==> config.mk <==
export PLATFORM = sky130hd
export DESIGN_NAME = segre_mem_arbiter_flat
export DESIGN_NICKNAME = d
export VERILOG_FILES = /design/src/rtl/segre_pkg.sv /design/src/rtl/segre_mem_arbiter_if.sv /design/src/rtl/segre_arb_fifo.sv /design/src/rtl/segre_mem_arbiter.sv /design/src/flat_wrapper.sv
export SDC_FILE = /design/constraint.sdc
export NUM_CORES = 2
export LEC_CHECK = 0
export BUFFER_PORTS_ARGS = -buffer_cell sky130_fd_sc_hd__buf_4
export CAP_MARGIN = 10
export CORE_ASPECT_RATIO = 1.1
export CORE_UTILIZATION = 35
export CTS_CLUSTER_DIAMETER = 120
export DETAILED_ROUTE_END_ITERATION = 7
export PLACE_DENSITY_LB_ADDON = 0.08
export SYNTH_ARGS = -nofsm -noshare
export SYNTH_HDL_FRONTEND = slang
export SYNTH_HIERARCHICAL = 1
export SYNTH_SLANG_ARGS = --single-unit
==> constraint.sdc <==
create_clock -name clk_i -period 44.9 [get_ports clk_i]
set_input_delay 6.735 -clock clk_i [delete_from_list [all_inputs] [get_ports clk_i]]
set_output_delay 6.735 -clock clk_i [all_outputs]
set_load 0.005 [all_outputs]
==> src/rtl/segre_pkg.sv <==
// segre_pkg: shared types and defaults for the multi-channel memory arbiter.
package segre_pkg;

    localparam int unsigned ARB_NUM_CH     = 2;
    localparam int unsigned ARB_FIFO_DEPTH = 4;
    localparam int unsigned ARB_ADDR_W     = 32;
    localparam int unsigned ARB_LINE_BITS  = 128;

    typedef enum logic [1:0] {
        ARB_IDLE,
        ARB_ISSUE,
        ARB_WAIT_RSP
    } arb_state_e;

    typedef struct packed {
        logic                     wr;
        logic [ARB_ADDR_W-1:0]    addr;
        logic [ARB_LINE_BITS-1:0] line;
    } arb_entry_t;

endpackage

==> src/rtl/segre_mem_arbiter_if.sv <==
// segre_mem_arbiter_if: requester-side and memory-side bus of the arbiter.
// slave = arbiter view, master = environment (caches + memory) view.
interface segre_mem_arbiter_if import segre_pkg::*; #(
    parameter int unsigned NUM_CH    = ARB_NUM_CH,
    parameter int unsigned ADDR_W    = ARB_ADDR_W,
    parameter int unsigned LINE_BITS = ARB_LINE_BITS
);
    logic [NUM_CH-1:0]           req_valid_i;
    logic [NUM_CH-1:0]           req_ready_o;
    logic [NUM_CH-1:0]           req_wr_i;
    logic [NUM_CH*ADDR_W-1:0]    req_addr_i;
    logic [NUM_CH*LINE_BITS-1:0] req_line_i;
    logic [NUM_CH-1:0]           rsp_valid_o;
    logic [LINE_BITS-1:0]        rsp_line_o;
    logic                        mem_req_valid_o;
    logic                        mem_req_ready_i;
    logic                        mem_rd_o;
    logic                        mem_wr_o;
    logic [ADDR_W-1:0]           mem_addr_o;
    logic [LINE_BITS-1:0]        mem_line_o;
    logic                        mem_rsp_valid_i;
    logic [LINE_BITS-1:0]        mem_rsp_line_i;

    modport slave (
        input  req_valid_i, req_wr_i, req_addr_i, req_line_i,
        input  mem_req_ready_i, mem_rsp_valid_i, mem_rsp_line_i,
        output req_ready_o, rsp_valid_o, rsp_line_o,
        output mem_req_valid_o, mem_rd_o, mem_wr_o, mem_addr_o, mem_line_o
    );

    modport master (
        output req_valid_i, req_wr_i, req_addr_i, req_line_i,
        output mem_req_ready_i, mem_rsp_valid_i, mem_rsp_line_i,
        input  req_ready_o, rsp_valid_o, rsp_line_o,
        input  mem_req_valid_o, mem_rd_o, mem_wr_o, mem_addr_o, mem_line_o
    );
endinterface

==> src/rtl/segre_arb_fifo.sv <==
// segre_arb_fifo: per-channel request FIFO. Pointers carry one extra wrap
// bit so full/empty are distinguished without a counter.
module segre_arb_fifo import segre_pkg::*; #(
    parameter int unsigned DEPTH   = ARB_FIFO_DEPTH,
    parameter type         entry_t = arb_entry_t
) (
    input  logic   clk_i,
    input  logic   rsn_i,
    input  logic   push_i,
    input  logic   pop_i,
    input  entry_t data_i,
    output entry_t data_o,
    output logic   full_o,
    output logic   empty_o
);
    localparam int unsigned IDX_W = $clog2(DEPTH);
    localparam int unsigned PTR_W = IDX_W + 1;

    logic [PTR_W-1:0] wr_ptr_q, wr_ptr_d;
    logic [PTR_W-1:0] rd_ptr_q, rd_ptr_d;
    logic             do_push, do_pop;
    entry_t           mem_q [DEPTH];

    // Status flags, guarded push/pop and next pointers
    always_comb begin
        full_o   = (wr_ptr_q[IDX_W] != rd_ptr_q[IDX_W]) &&
                   (wr_ptr_q[IDX_W-1:0] == rd_ptr_q[IDX_W-1:0]);
        empty_o  = (wr_ptr_q == rd_ptr_q);
        do_push  = push_i && !full_o;
        do_pop   = pop_i && !empty_o;
        wr_ptr_d = wr_ptr_q + PTR_W'(do_push);
        rd_ptr_d = rd_ptr_q + PTR_W'(do_pop);
        data_o   = mem_q[rd_ptr_q[IDX_W-1:0]];
    end

    // Pointer registers
    always_ff @(posedge clk_i) begin
        if (!rsn_i) begin
            wr_ptr_q <= '0;
            rd_ptr_q <= '0;
        end else begin
            wr_ptr_q <= wr_ptr_d;
            rd_ptr_q <= rd_ptr_d;
        end
    end

    // Entry storage (contents are don't-care while empty, so no reset)
    always_ff @(posedge clk_i) begin
        if (do_push) begin
            mem_q[wr_ptr_q[IDX_W-1:0]] <= data_i;
        end
    end
endmodule

==> src/rtl/segre_mem_arbiter.sv <==
// segre_mem_arbiter: round-robin arbiter of NUM_CH request FIFOs onto one
// memory port, one transaction outstanding, response routed to the issuer.
// Optional macro SEGRE_ARB_STATS_EN adds grant and full-stall counters.
module segre_mem_arbiter import segre_pkg::*; #(
    parameter int unsigned NUM_CH     = ARB_NUM_CH,
    parameter int unsigned FIFO_DEPTH = ARB_FIFO_DEPTH,
    parameter int unsigned ADDR_W     = ARB_ADDR_W,
    parameter int unsigned LINE_BITS  = ARB_LINE_BITS
) (
    input  logic                    clk_i,
    input  logic                    rsn_i,
    segre_mem_arbiter_if.slave      bus,
    output logic                    busy_o
`ifdef SEGRE_ARB_STATS_EN
    ,
    output logic [NUM_CH*32-1:0]    grant_cnt_o,
    output logic [31:0]             full_stall_cnt_o
`endif
);
    localparam int unsigned CH_W = $clog2(NUM_CH);

    typedef struct packed {
        logic                 wr;
        logic [ADDR_W-1:0]    addr;
        logic [LINE_BITS-1:0] line;
    } entry_t;

    entry_t [NUM_CH-1:0] fifo_din;
    entry_t [NUM_CH-1:0] fifo_head;
    logic   [NUM_CH-1:0] fifo_full, fifo_empty, fifo_push, fifo_pop;

    arb_state_e           state_q, state_d;
    logic [CH_W-1:0]      rr_ptr_q, rr_ptr_d;
    logic [CH_W-1:0]      grant_id_q, grant_id_d;
    entry_t               issue_q, issue_d;
    logic [NUM_CH-1:0]    rsp_valid_q, rsp_valid_d;
    logic [LINE_BITS-1:0] rsp_line_q, rsp_line_d;
    logic                 grant_found;
    logic [CH_W-1:0]      grant_pick;

    for (genvar k = 0; k < NUM_CH; k++) begin : g_ch
        assign fifo_din[k] = {bus.req_wr_i[k],
                              bus.req_addr_i[k*ADDR_W +: ADDR_W],
                              bus.req_line_i[k*LINE_BITS +: LINE_BITS]};

        segre_arb_fifo #(
            .DEPTH   (FIFO_DEPTH),
            .entry_t (entry_t)
        ) u_fifo (
            .clk_i   (clk_i),
            .rsn_i   (rsn_i),
            .push_i  (fifo_push[k]),
            .pop_i   (fifo_pop[k]),
            .data_i  (fifo_din[k]),
            .data_o  (fifo_head[k]),
            .full_o  (fifo_full[k]),
            .empty_o (fifo_empty[k])
        );
    end

    // Ready comes from registered full only, so a same-cycle pop never opens it
    assign bus.req_ready_o = ~fifo_full;
    assign fifo_push       = bus.req_valid_i & ~fifo_full;

    // First non-empty channel searching upward from rr_ptr, wrapping
    always_comb begin : grant_search
        logic [CH_W-1:0] cand;
        cand        = '0;
        grant_found = 1'b0;
        grant_pick  = rr_ptr_q;
        for (int unsigned i = 0; i < NUM_CH; i++) begin
            cand = CH_W'((32'(rr_ptr_q) + i) % NUM_CH);
            if (!grant_found && !fifo_empty[cand]) begin
                grant_found = 1'b1;
                grant_pick  = cand;
            end
        end
    end

    // Next-state: grant/pop in IDLE, hold request in ISSUE, route response
    always_comb begin
        state_d     = state_q;
        rr_ptr_d    = rr_ptr_q;
        grant_id_d  = grant_id_q;
        issue_d     = issue_q;
        rsp_valid_d = '0;
        rsp_line_d  = rsp_line_q;
        fifo_pop    = '0;
        case (state_q)
            ARB_IDLE: begin
                if (grant_found) begin
                    fifo_pop[grant_pick] = 1'b1;
                    issue_d              = fifo_head[grant_pick];
                    grant_id_d           = grant_pick;
                    rr_ptr_d             = (grant_pick == CH_W'(NUM_CH - 1)) ? '0 : grant_pick + 1'b1;
                    state_d              = ARB_ISSUE;
                end
            end
            ARB_ISSUE: begin
                if (bus.mem_req_ready_i) begin
                    state_d = ARB_WAIT_RSP;
                end
            end
            ARB_WAIT_RSP: begin
                if (bus.mem_rsp_valid_i) begin
                    rsp_valid_d[grant_id_q] = 1'b1;
                    rsp_line_d              = bus.mem_rsp_line_i;
                    state_d                 = ARB_IDLE;
                end
            end
            default: state_d = ARB_IDLE;
        endcase
    end

    // State and datapath registers
    always_ff @(posedge clk_i) begin
        if (!rsn_i) begin
            state_q     <= ARB_IDLE;
            rr_ptr_q    <= '0;
            grant_id_q  <= '0;
            issue_q     <= '0;
            rsp_valid_q <= '0;
            rsp_line_q  <= '0;
        end else begin
            state_q     <= state_d;
            rr_ptr_q    <= rr_ptr_d;
            grant_id_q  <= grant_id_d;
            issue_q     <= issue_d;
            rsp_valid_q <= rsp_valid_d;
            rsp_line_q  <= rsp_line_d;
        end
    end

    assign bus.mem_req_valid_o = (state_q == ARB_ISSUE);
    assign bus.mem_rd_o        = (state_q == ARB_ISSUE) && !issue_q.wr;
    assign bus.mem_wr_o        = (state_q == ARB_ISSUE) && issue_q.wr;
    assign bus.mem_addr_o      = issue_q.addr;
    assign bus.mem_line_o      = issue_q.line;
    assign bus.rsp_valid_o     = rsp_valid_q;
    assign bus.rsp_line_o      = rsp_line_q;
    assign busy_o              = (state_q != ARB_IDLE) || !(&fifo_empty);

`ifdef SEGRE_ARB_STATS_EN
    logic [31:0] grant_cnt_q [NUM_CH];
    logic [31:0] grant_cnt_d [NUM_CH];
    logic [31:0] stall_cnt_q, stall_cnt_d;

    // Saturating counters: grants per channel on handshake, cycles with a refused push
    always_comb begin
        for (int unsigned k = 0; k < NUM_CH; k++) begin
            grant_cnt_d[k] = grant_cnt_q[k];
            if ((state_q == ARB_ISSUE) && bus.mem_req_ready_i &&
                (grant_id_q == CH_W'(k)) && !(&grant_cnt_q[k])) begin
                grant_cnt_d[k] = grant_cnt_q[k] + 32'd1;
            end
        end
        stall_cnt_d = stall_cnt_q;
        if ((|(bus.req_valid_i & fifo_full)) && !(&stall_cnt_q)) begin
            stall_cnt_d = stall_cnt_q + 32'd1;
        end
    end

    // Counter registers
    always_ff @(posedge clk_i) begin
        if (!rsn_i) begin
            for (int unsigned k = 0; k < NUM_CH; k++) begin
                grant_cnt_q[k] <= '0;
            end
            stall_cnt_q <= '0;
        end else begin
            for (int unsigned k = 0; k < NUM_CH; k++) begin
                grant_cnt_q[k] <= grant_cnt_d[k];
            end
            stall_cnt_q <= stall_cnt_d;
        end
    end

    for (genvar k = 0; k < NUM_CH; k++) begin : g_cnt_out
        assign grant_cnt_o[k*32 +: 32] = grant_cnt_q[k];
    end
    assign full_stall_cnt_o = stall_cnt_q;
`endif
endmodule

==> src/flat_wrapper.sv <==
// flat-port wrapper written by rule: the top's interface ports become plain ports
module segre_mem_arbiter_flat import segre_pkg::*;
#(
    parameter int unsigned NUM_CH     = ARB_NUM_CH,
    parameter int unsigned FIFO_DEPTH = ARB_FIFO_DEPTH,
    parameter int unsigned ADDR_W     = ARB_ADDR_W,
    parameter int unsigned LINE_BITS  = ARB_LINE_BITS
)
  (clk_i, rsn_i, busy_o, bus_req_valid_i, bus_req_wr_i, bus_req_addr_i, bus_req_line_i, bus_mem_req_ready_i, bus_mem_rsp_valid_i, bus_mem_rsp_line_i, bus_req_ready_o, bus_rsp_valid_o, bus_rsp_line_o, bus_mem_req_valid_o, bus_mem_rd_o, bus_mem_wr_o, bus_mem_addr_o, bus_mem_line_o);
  segre_mem_arbiter_if #(.NUM_CH(NUM_CH), .ADDR_W(ADDR_W), .LINE_BITS(LINE_BITS)) bus_i ();
  input  logic clk_i;
  input  logic rsn_i;
  output logic busy_o;
  input wire logic [$bits(bus_i.req_valid_i)-1:0] bus_req_valid_i;
  input wire logic [$bits(bus_i.req_wr_i)-1:0] bus_req_wr_i;
  input wire logic [$bits(bus_i.req_addr_i)-1:0] bus_req_addr_i;
  input wire logic [$bits(bus_i.req_line_i)-1:0] bus_req_line_i;
  input wire logic [$bits(bus_i.mem_req_ready_i)-1:0] bus_mem_req_ready_i;
  input wire logic [$bits(bus_i.mem_rsp_valid_i)-1:0] bus_mem_rsp_valid_i;
  input wire logic [$bits(bus_i.mem_rsp_line_i)-1:0] bus_mem_rsp_line_i;
  output wire logic [$bits(bus_i.req_ready_o)-1:0] bus_req_ready_o;
  output wire logic [$bits(bus_i.rsp_valid_o)-1:0] bus_rsp_valid_o;
  output wire logic [$bits(bus_i.rsp_line_o)-1:0] bus_rsp_line_o;
  output wire logic [$bits(bus_i.mem_req_valid_o)-1:0] bus_mem_req_valid_o;
  output wire logic [$bits(bus_i.mem_rd_o)-1:0] bus_mem_rd_o;
  output wire logic [$bits(bus_i.mem_wr_o)-1:0] bus_mem_wr_o;
  output wire logic [$bits(bus_i.mem_addr_o)-1:0] bus_mem_addr_o;
  output wire logic [$bits(bus_i.mem_line_o)-1:0] bus_mem_line_o;
  assign bus_i.req_valid_i = bus_req_valid_i;
  assign bus_i.req_wr_i = bus_req_wr_i;
  assign bus_i.req_addr_i = bus_req_addr_i;
  assign bus_i.req_line_i = bus_req_line_i;
  assign bus_i.mem_req_ready_i = bus_mem_req_ready_i;
  assign bus_i.mem_rsp_valid_i = bus_mem_rsp_valid_i;
  assign bus_i.mem_rsp_line_i = bus_mem_rsp_line_i;
  assign bus_req_ready_o = bus_i.req_ready_o;
  assign bus_rsp_valid_o = bus_i.rsp_valid_o;
  assign bus_rsp_line_o = bus_i.rsp_line_o;
  assign bus_mem_req_valid_o = bus_i.mem_req_valid_o;
  assign bus_mem_rd_o = bus_i.mem_rd_o;
  assign bus_mem_wr_o = bus_i.mem_wr_o;
  assign bus_mem_addr_o = bus_i.mem_addr_o;
  assign bus_mem_line_o = bus_i.mem_line_o;
  segre_mem_arbiter #(.NUM_CH(NUM_CH), .FIFO_DEPTH(FIFO_DEPTH), .ADDR_W(ADDR_W), .LINE_BITS(LINE_BITS)) u_core (.clk_i(clk_i), .rsn_i(rsn_i), .bus(bus_i), .busy_o(busy_o));
endmodule
# [Yosys cells after proc, flatten, opt, wreduce, memory -nomap -nowiden]
# Memory sizes are Yosys's and may differ from the RTL's. A register that Yosys moved wholly into a read port is not among the register bits.
# Index checks and enable logic that the tools add are counted.
[word_totals] wordCells=91 ff_bits=307 mem_count=2 input_bits=456 ramBits=1288
[classes] order_cmp=6 addsub=6 bitwise_logic=2 n_reduce_logical=26 muxes=26 n_eq_ne=11
[memory_table] memory="u_core.g_ch[0].u_fifo.mem_q" depth=4 width=161 rd=1 rd_clocked_by_memory_dff=1 wr=1 line="segre_arb_fifo.sv:22" text="entry_t mem_q [DEPTH];"
[memory_table] memory="u_core.g_ch[1].u_fifo.mem_q" depth=4 width=161 rd=1 rd_clocked_by_memory_dff=1 wr=1 line="segre_arb_fifo.sv:22"
[op_table] operator="161-bit two-way mux" count=2
[op_table] operator="1-bit two-way mux" count=14
[op_table] operator="2-bit two-way mux" count=7
[op_table] operator="3-bit by 1-bit adder with 3-bit output" count=4
[op_table] operator="1-bit logical AND" count=11
[op_table] operator="1-bit by 2-bit less-than comparator with 1-bit output (second input constant)" count=4
[op_table] operator="1-bit logical NOT" count=7
[op_table] operator="3-bit equality test" count=2
[op_table] operator="2-bit case mux with 3 select lines" count=1
[op_table] operator="2-bit AND reduction" count=3
[op_table] operator="3-bit AND reduction" count=2
[op_table] operator="2-bit equality test" count=2
[op_table] operator="2-bit inequality test (second input constant)" count=2
[op_table] operator="1-bit adder (second input constant)" count=2
[op_table] operator="2-bit bitwise AND" count=1
[op_table] operator="1-bit demux with 1-bit select" count=2
[op_table] operator="2-bit by 1-bit equality test with 1-bit output (second input constant)" count=1
[op_table] operator="2-bit equality test (second input constant)" count=1
[op_table] operator="1-bit >= comparator (second input constant)" count=2
[op_table] operator="2-bit logical NOT" count=1
[op_table] operator="1-bit inequality test" count=2
[op_table] operator="2-bit by 1-bit inequality test with 1-bit output (second input constant)" count=1
[op_table] operator="2-bit NOT" count=1
[op_table] operator="2-bit nonzero test" count=1
[op_table] operator="1-bit logical OR" count=1

# [Logic depth before layout (Yosys ltp)]
[logic_depth] word_depth=15 mapped_depth=14 depth_no_buf=9

# [Cells and area by module]
# Netlist, hierarchy kept.
[modules_own_cells] mod="segre_arb_fifo" cells_per_inst=878 n_inst=2 area_per_inst_um2=23581.4
[modules_own_cells] mod="segre_mem_arbiter" cells_per_inst=1521 n_inst=1 area_per_inst_um2=13805.7

# [Worst setup path after synthesis]
# Ideal clock, no wire load.
[synth_timing] path_kind="input -> register" start="input port bus_req_valid_i[0]" end="memory u_core/g_ch[0].u_fifo/mem_q[2][0] (netlist bit) (enable)" slack_ns=24.773 setup_time_ns=0.970 stages=3 arrival_ns=19.156 cell_sequence="nor2b_1 > nand2_1 > a311oi_1"
[synth_via] elab_chain_len=4
[synth_rtl] element="start: declaration" line="flat_wrapper.sv:14" text="input wire logic [$bits(bus_i.req_valid_i)-1:0] bus_req_valid_i;"
[synth_rtl] element="2-bit bitwise AND" line="segre_mem_arbiter.sv:63" text="assign fifo_push = bus.req_valid_i & ~fifo_full;"
[synth_rtl] element="1-bit logical AND" line="segre_arb_fifo.sv:29" text="do_push = push_i && !full_o;"
[synth_rtl] element="1-bit two-way mux" line="segre_arb_fifo.sv:49" text="if (do_push) begin"
[synth_rtl] element="1-bit two-way mux (implied by the code)" line="segre_arb_fifo.sv:50" text="mem_q[wr_ptr_q[IDX_W-1:0]] <= data_i;"
[synth_rtl] element="end: declaration" line="segre_arb_fifo.sv:22"
# Every way passes these cells.

# [Worst setup path in the final report]
[layout_timing] start="register u_core.g_ch[1].u_fifo.rd_ptr_q[0]" end="output port busy_o"
[layout_via] elab_chain_len=4
[layout_rtl] element="start: declaration" line="segre_arb_fifo.sv:20" text="logic [PTR_W-1:0] rd_ptr_q, rd_ptr_d;"
[layout_rtl] element="start signal: assignment" line="segre_arb_fifo.sv:43" text="rd_ptr_q <= rd_ptr_d;"
[layout_rtl] element="3-bit equality test" line="segre_arb_fifo.sv:28" text="empty_o = (wr_ptr_q == rd_ptr_q);"
[layout_rtl] element="net u_core.fifo_empty[1]" line="segre_mem_arbiter.sv:30" text="logic [NUM_CH-1:0] fifo_full, fifo_empty, fifo_push, fifo_pop;"
[layout_rtl] element="2-bit AND reduction" line="segre_mem_arbiter.sv:141" text="assign busy_o = (state_q != ARB_IDLE) || !(&fifo_empty);"
[layout_rtl] element="1-bit logical NOT" line="segre_mem_arbiter.sv:141"
[layout_rtl] element="1-bit logical OR" line="segre_mem_arbiter.sv:141"
[layout_rtl] element="end: declaration" line="flat_wrapper.sv:13" text="output logic busy_o;"
# The timed path passes the listed nets, and every way through them passes these cells.

==> results.py <==
metrics = {
    "yosys": {
        "synth_cells": 3277,
        "syn_nets": 3741,
        "synth_area_leaders": "edfxtp_1, mux4_2, dfxtp_1",
        "avgSynthCellArea_um2": 18.6,
        "synth_warnings": 6,
        "ys_ff_latch": 1595,
        "yosysSeqAreaShare": 0.735,
        "syn-cell-area_mm2": 0.0610,
        "synth_top_area_share": 0.634,
        "synth_cell_types": 35,
        "synth_top_cell_by_area": "edfxtp_1",
    },
    "floorplan": {
        "std_cell_rows": 160,
        "die_h_um": 440,
        "io_pins": 752,
        "design.die.area_mm2": 0.176,
        "start_util": 0.352,
        "die_w_um": 400,
        "coreArea_mm2": 0.173,
    },
    "placement": {
        "place_ws_ns": 34.90,
        "gp_congestion": 0.722,
        "hpwl_um": 103000,
        "port-buffer-count": 751,
    },
    "timing": {
        "worstMarginPinSlew_ns": 1.23,
        "slew_headroom": 0.179,
        "finalCritPeriodShare": 0.222,
        "whs_ns": 0.452,
        "slew_violations": 0,
        "hold_violations": 0,
        "setup_viol": 0,
        "fmax_mhz": 100,
        "grt_setup_unrepaired": "no",
        "fin_setup_tns_ns": 0,
        "min_period_ns": 9.96,
        "fin_skew_ns": 0.0388,
        "fin_ws_ns": 34.94,
    },
    "clocking": {
        "post-cts-setup-buffers": 0,
        "cts_tree": "done",
        "clk_path_buf_depth": 3,
        "cts_hold_buf": 0,
        "clk_latency_ns": 0.81,
        "ctsResizeCount": 0,
        "cts_max_level": 4,
        "numCtsBuffers": 175,
        "cts_sinks": 1595,
        "clk_pin_slew_ns": 0.06,
        "cts-root-buf": "clkbuf_16",
    },
    "route": {
        "vias": 32500,
        "final_antenna_net_count": 0,
        "drc": 0,
        "first_pass_iters": 5,
        "routed_via_density": 5.16,
        "wl_um": 174000,
        "post_drt_wl_per_cell_um": 27.6,
        "drtIter0Drc": 1951,
    },
    "outcome": {
        "outcome": "complete, no violations",
    },
    "power_and_ir_drop": {
        "peakVddDrop_uv": 55.6,
        "p_leak_nw": 24.4,
        "powerDensity_mw_per_mm2": 55.0,
    },
    "final_layout": {
        "area_delta_synth_final_pct": 20.0,
        "fillerInstances": 15500,
        "finalNetCount": 4321,
        "drive_gt1_frac": 0.349,
    },
    "setup_path": {
        "reg2reg_from": "u_core/g_ch[0].u_fifo/rd_ptr_q[1]",
        "end_kind": "output port",
        "reg2reg_depth": 6,
        "reg2reg_slack_ns": 40.45,
        "path_max_fanout": 42,
        "crit_arrival_ns": 3.23,
        "timing.rr.end": "u_core/g_ch[0].u_fifo/mem_q[0][105]",
        "cp-start-kind": "flip-flop",
        "crit_required_ns": 38.17,
        "setup.worst_path.class": "flip-flop to output port",
    },
    "global_routing": {
        "antenna_found_initial": 46,
        "grt_usage": 0.195,
        "grt_max_degree": 164,
        "overflow": 0,
        "grt_pass1_wl_um": 247000,
        "grt_pass1_vias": 33500,
    },
    "hold_path": {
        "hp-start": "u_core/bus.rsp_line_o[74]",
        "min_to": "u_core/bus.rsp_line_o[74]",
        "hold_depth": 2,
        "hp-class": "flip-flop to flip-flop",
    },
    "flow_run": {
        "maxCapViolCount": 0,
    },
}
cell usage after synthesis (all sizes together):
master,number
nand3,3
mux4,322
a311oi,2
o31a,4
o21ba,1
nand2b,2
inv,4
o21a,1
buf,349
edfxtp,1288
a211o,1
a32oi,161
nor2,6
xor2,10
ha,8
and3b,1
o21ai,1
o311a,2
clkbuf,54
and2,16
nand4,161
a22oi,2
a21boi,289
nand2,259
a31oi,4
nor2b,4
and3,2
nand3b,3
nor3,4
dfxtp,307
xnor2,6
metal layers:
| metal | share of wire | vias up | global-route usage |
|---|---|---|---|
| li1 | - | 14300 | - |
| met1 | 0.42 | 17000 | 0.252 |
| met2 | 0.49 | 915 | 0.316 |
| met3 | 0.069 | 230 | 0.0569 |
| met4 | 0.022 | 50 | 0.0608 |
| met5 | 0.0019 | - | 0 |
per-stage QoR:
step	std cells	total power, mW	area, um^2	utilization
CTS	6277	4.09	73100	0.423
detailed placement	5948	2.66	67400	0.390
finish	6293	4.02	73200	0.423
global route	6287	4.19	73200	0.423
global placement	5948	2.65	67400	0.390
floorplan	3277	2.39	61000	-
kinds of logic (layout without fill, tap and decap cells):
kind of cell | count (synthesis) | in the layout | synth area share
XOR/XNOR | 16 | 16 | 0.00230
multiplexers | 322 | 322 | 0.119
AND/OR/NAND/NOR | 461 | 461 | 0.0364
flip-flops | 1595 | 1595 | 0.735
AO/OA/AOI/OAI | 468 | 468 | 0.0611
buffers and inverters | 407 | 1139 | 0.0445
other | 0 | 16 | 0
adder cells (fa/ha/maj) | 8 | 8 | 0.00164
critical path: stages, from the launching register on:
cell	delay [ns]
dfxtp_4	0.98
xor2_1	0.32
nor3_1	0.53
nand3_1	0.35
buf_4	0.25
registers in the layout, summed over array words and instances, names as in the netlist, 2 cells and up:
register / count
u_core/g_ch.u_fifo/rd_ptr_q: 6
u_core/state_q: 2
u_core/g_ch.u_fifo/wr_ptr_q: 6
u_core/bus.rsp_line_o: 128
u_core/bus.mem_addr_o: 32
u_core/bus.mem_line_o: 128
u_core/g_ch.u_fifo/mem_q: 1288
u_core/bus.rsp_valid_o: 2
layout make-up:
type / instances / area [um^2] / share of cell area
Tap cell: 2268 / 2840 / 0.0388
Inverter: 4 / 20.0 / 0.000274
Antenna cell: 16 / 40.0 / 0.000547
Sequential cell: 1595 / 44800 / 0.613
Clock inverter: 86 / 805 / 0.0110
Timing Repair Buffer: 806 / 6150 / 0.0840
Multi-Input combinational cell: 1275 / 13600 / 0.186
Clock buffer: 243 / 4910 / 0.0671
placed cells by master (no fill, tap or decap), types with 3 or more instances in the layout:
cell type	netlist	layout
a21boi_1	289	289
a31oi_4	0	4
a32oi_1	161	161
and2_1	16	16
buf_12	0	7
buf_4	183	798
bufinv_16	0	11
clkbuf_1	54	44
clkbuf_16	0	179
clkbuf_8	0	19
clkinv_1	0	31
clkinv_2	0	24
clkinv_4	0	3
clkinv_8	0	3
clkinvlp_4	0	5
dfxtp_1	307	303
dfxtp_4	0	4
diode_2	0	16
edfxtp_1	1288	1288
ha_1	8	8
inv_1	3	3
inv_6	0	6
mux4_2	322	322
nand2_1	259	259
nand3_1	3	3
nand3b_1	3	3
nand4_1	161	161
nor2_1	6	5
nor2b_1	4	4
nor3_1	4	4
o31a_1	4	4
xnor2_1	6	6
xor2_1	10	10
report_power, final:
group	switching, mW	internal, mW	total (mW)
clock network	0.593	0.830	1.42
logic	0.464	0.323	0.786
registers	0.0818	1.73	1.81
total	1.14	2.88	4.02
worst max-delay path by stage:
stage / start / to / slack (ns) / cells after the start
floorplan: bus_req_valid_i[0] / u_core/g_ch[0].u_fifo/mem_q[2][0] / 24.77 / 3
global placement: bus_req_valid_i[0] / u_core/g_ch[0].u_fifo/mem_q[0][36] / 34.94 / 5
detailed placement: bus_req_valid_i[0] / u_core/g_ch[0].u_fifo/mem_q[0][37] / 34.90 / 5
CTS: u_core/g_ch[1].u_fifo/rd_ptr_q[0] / busy_o / 34.76 / 4
global route: u_core/g_ch[1].u_fifo/rd_ptr_q[0] / busy_o / 34.67 / 4
finish: u_core/g_ch[1].u_fifo/rd_ptr_q[0] / busy_o / 34.94 / 4
(Power assumes the default switching activity.)
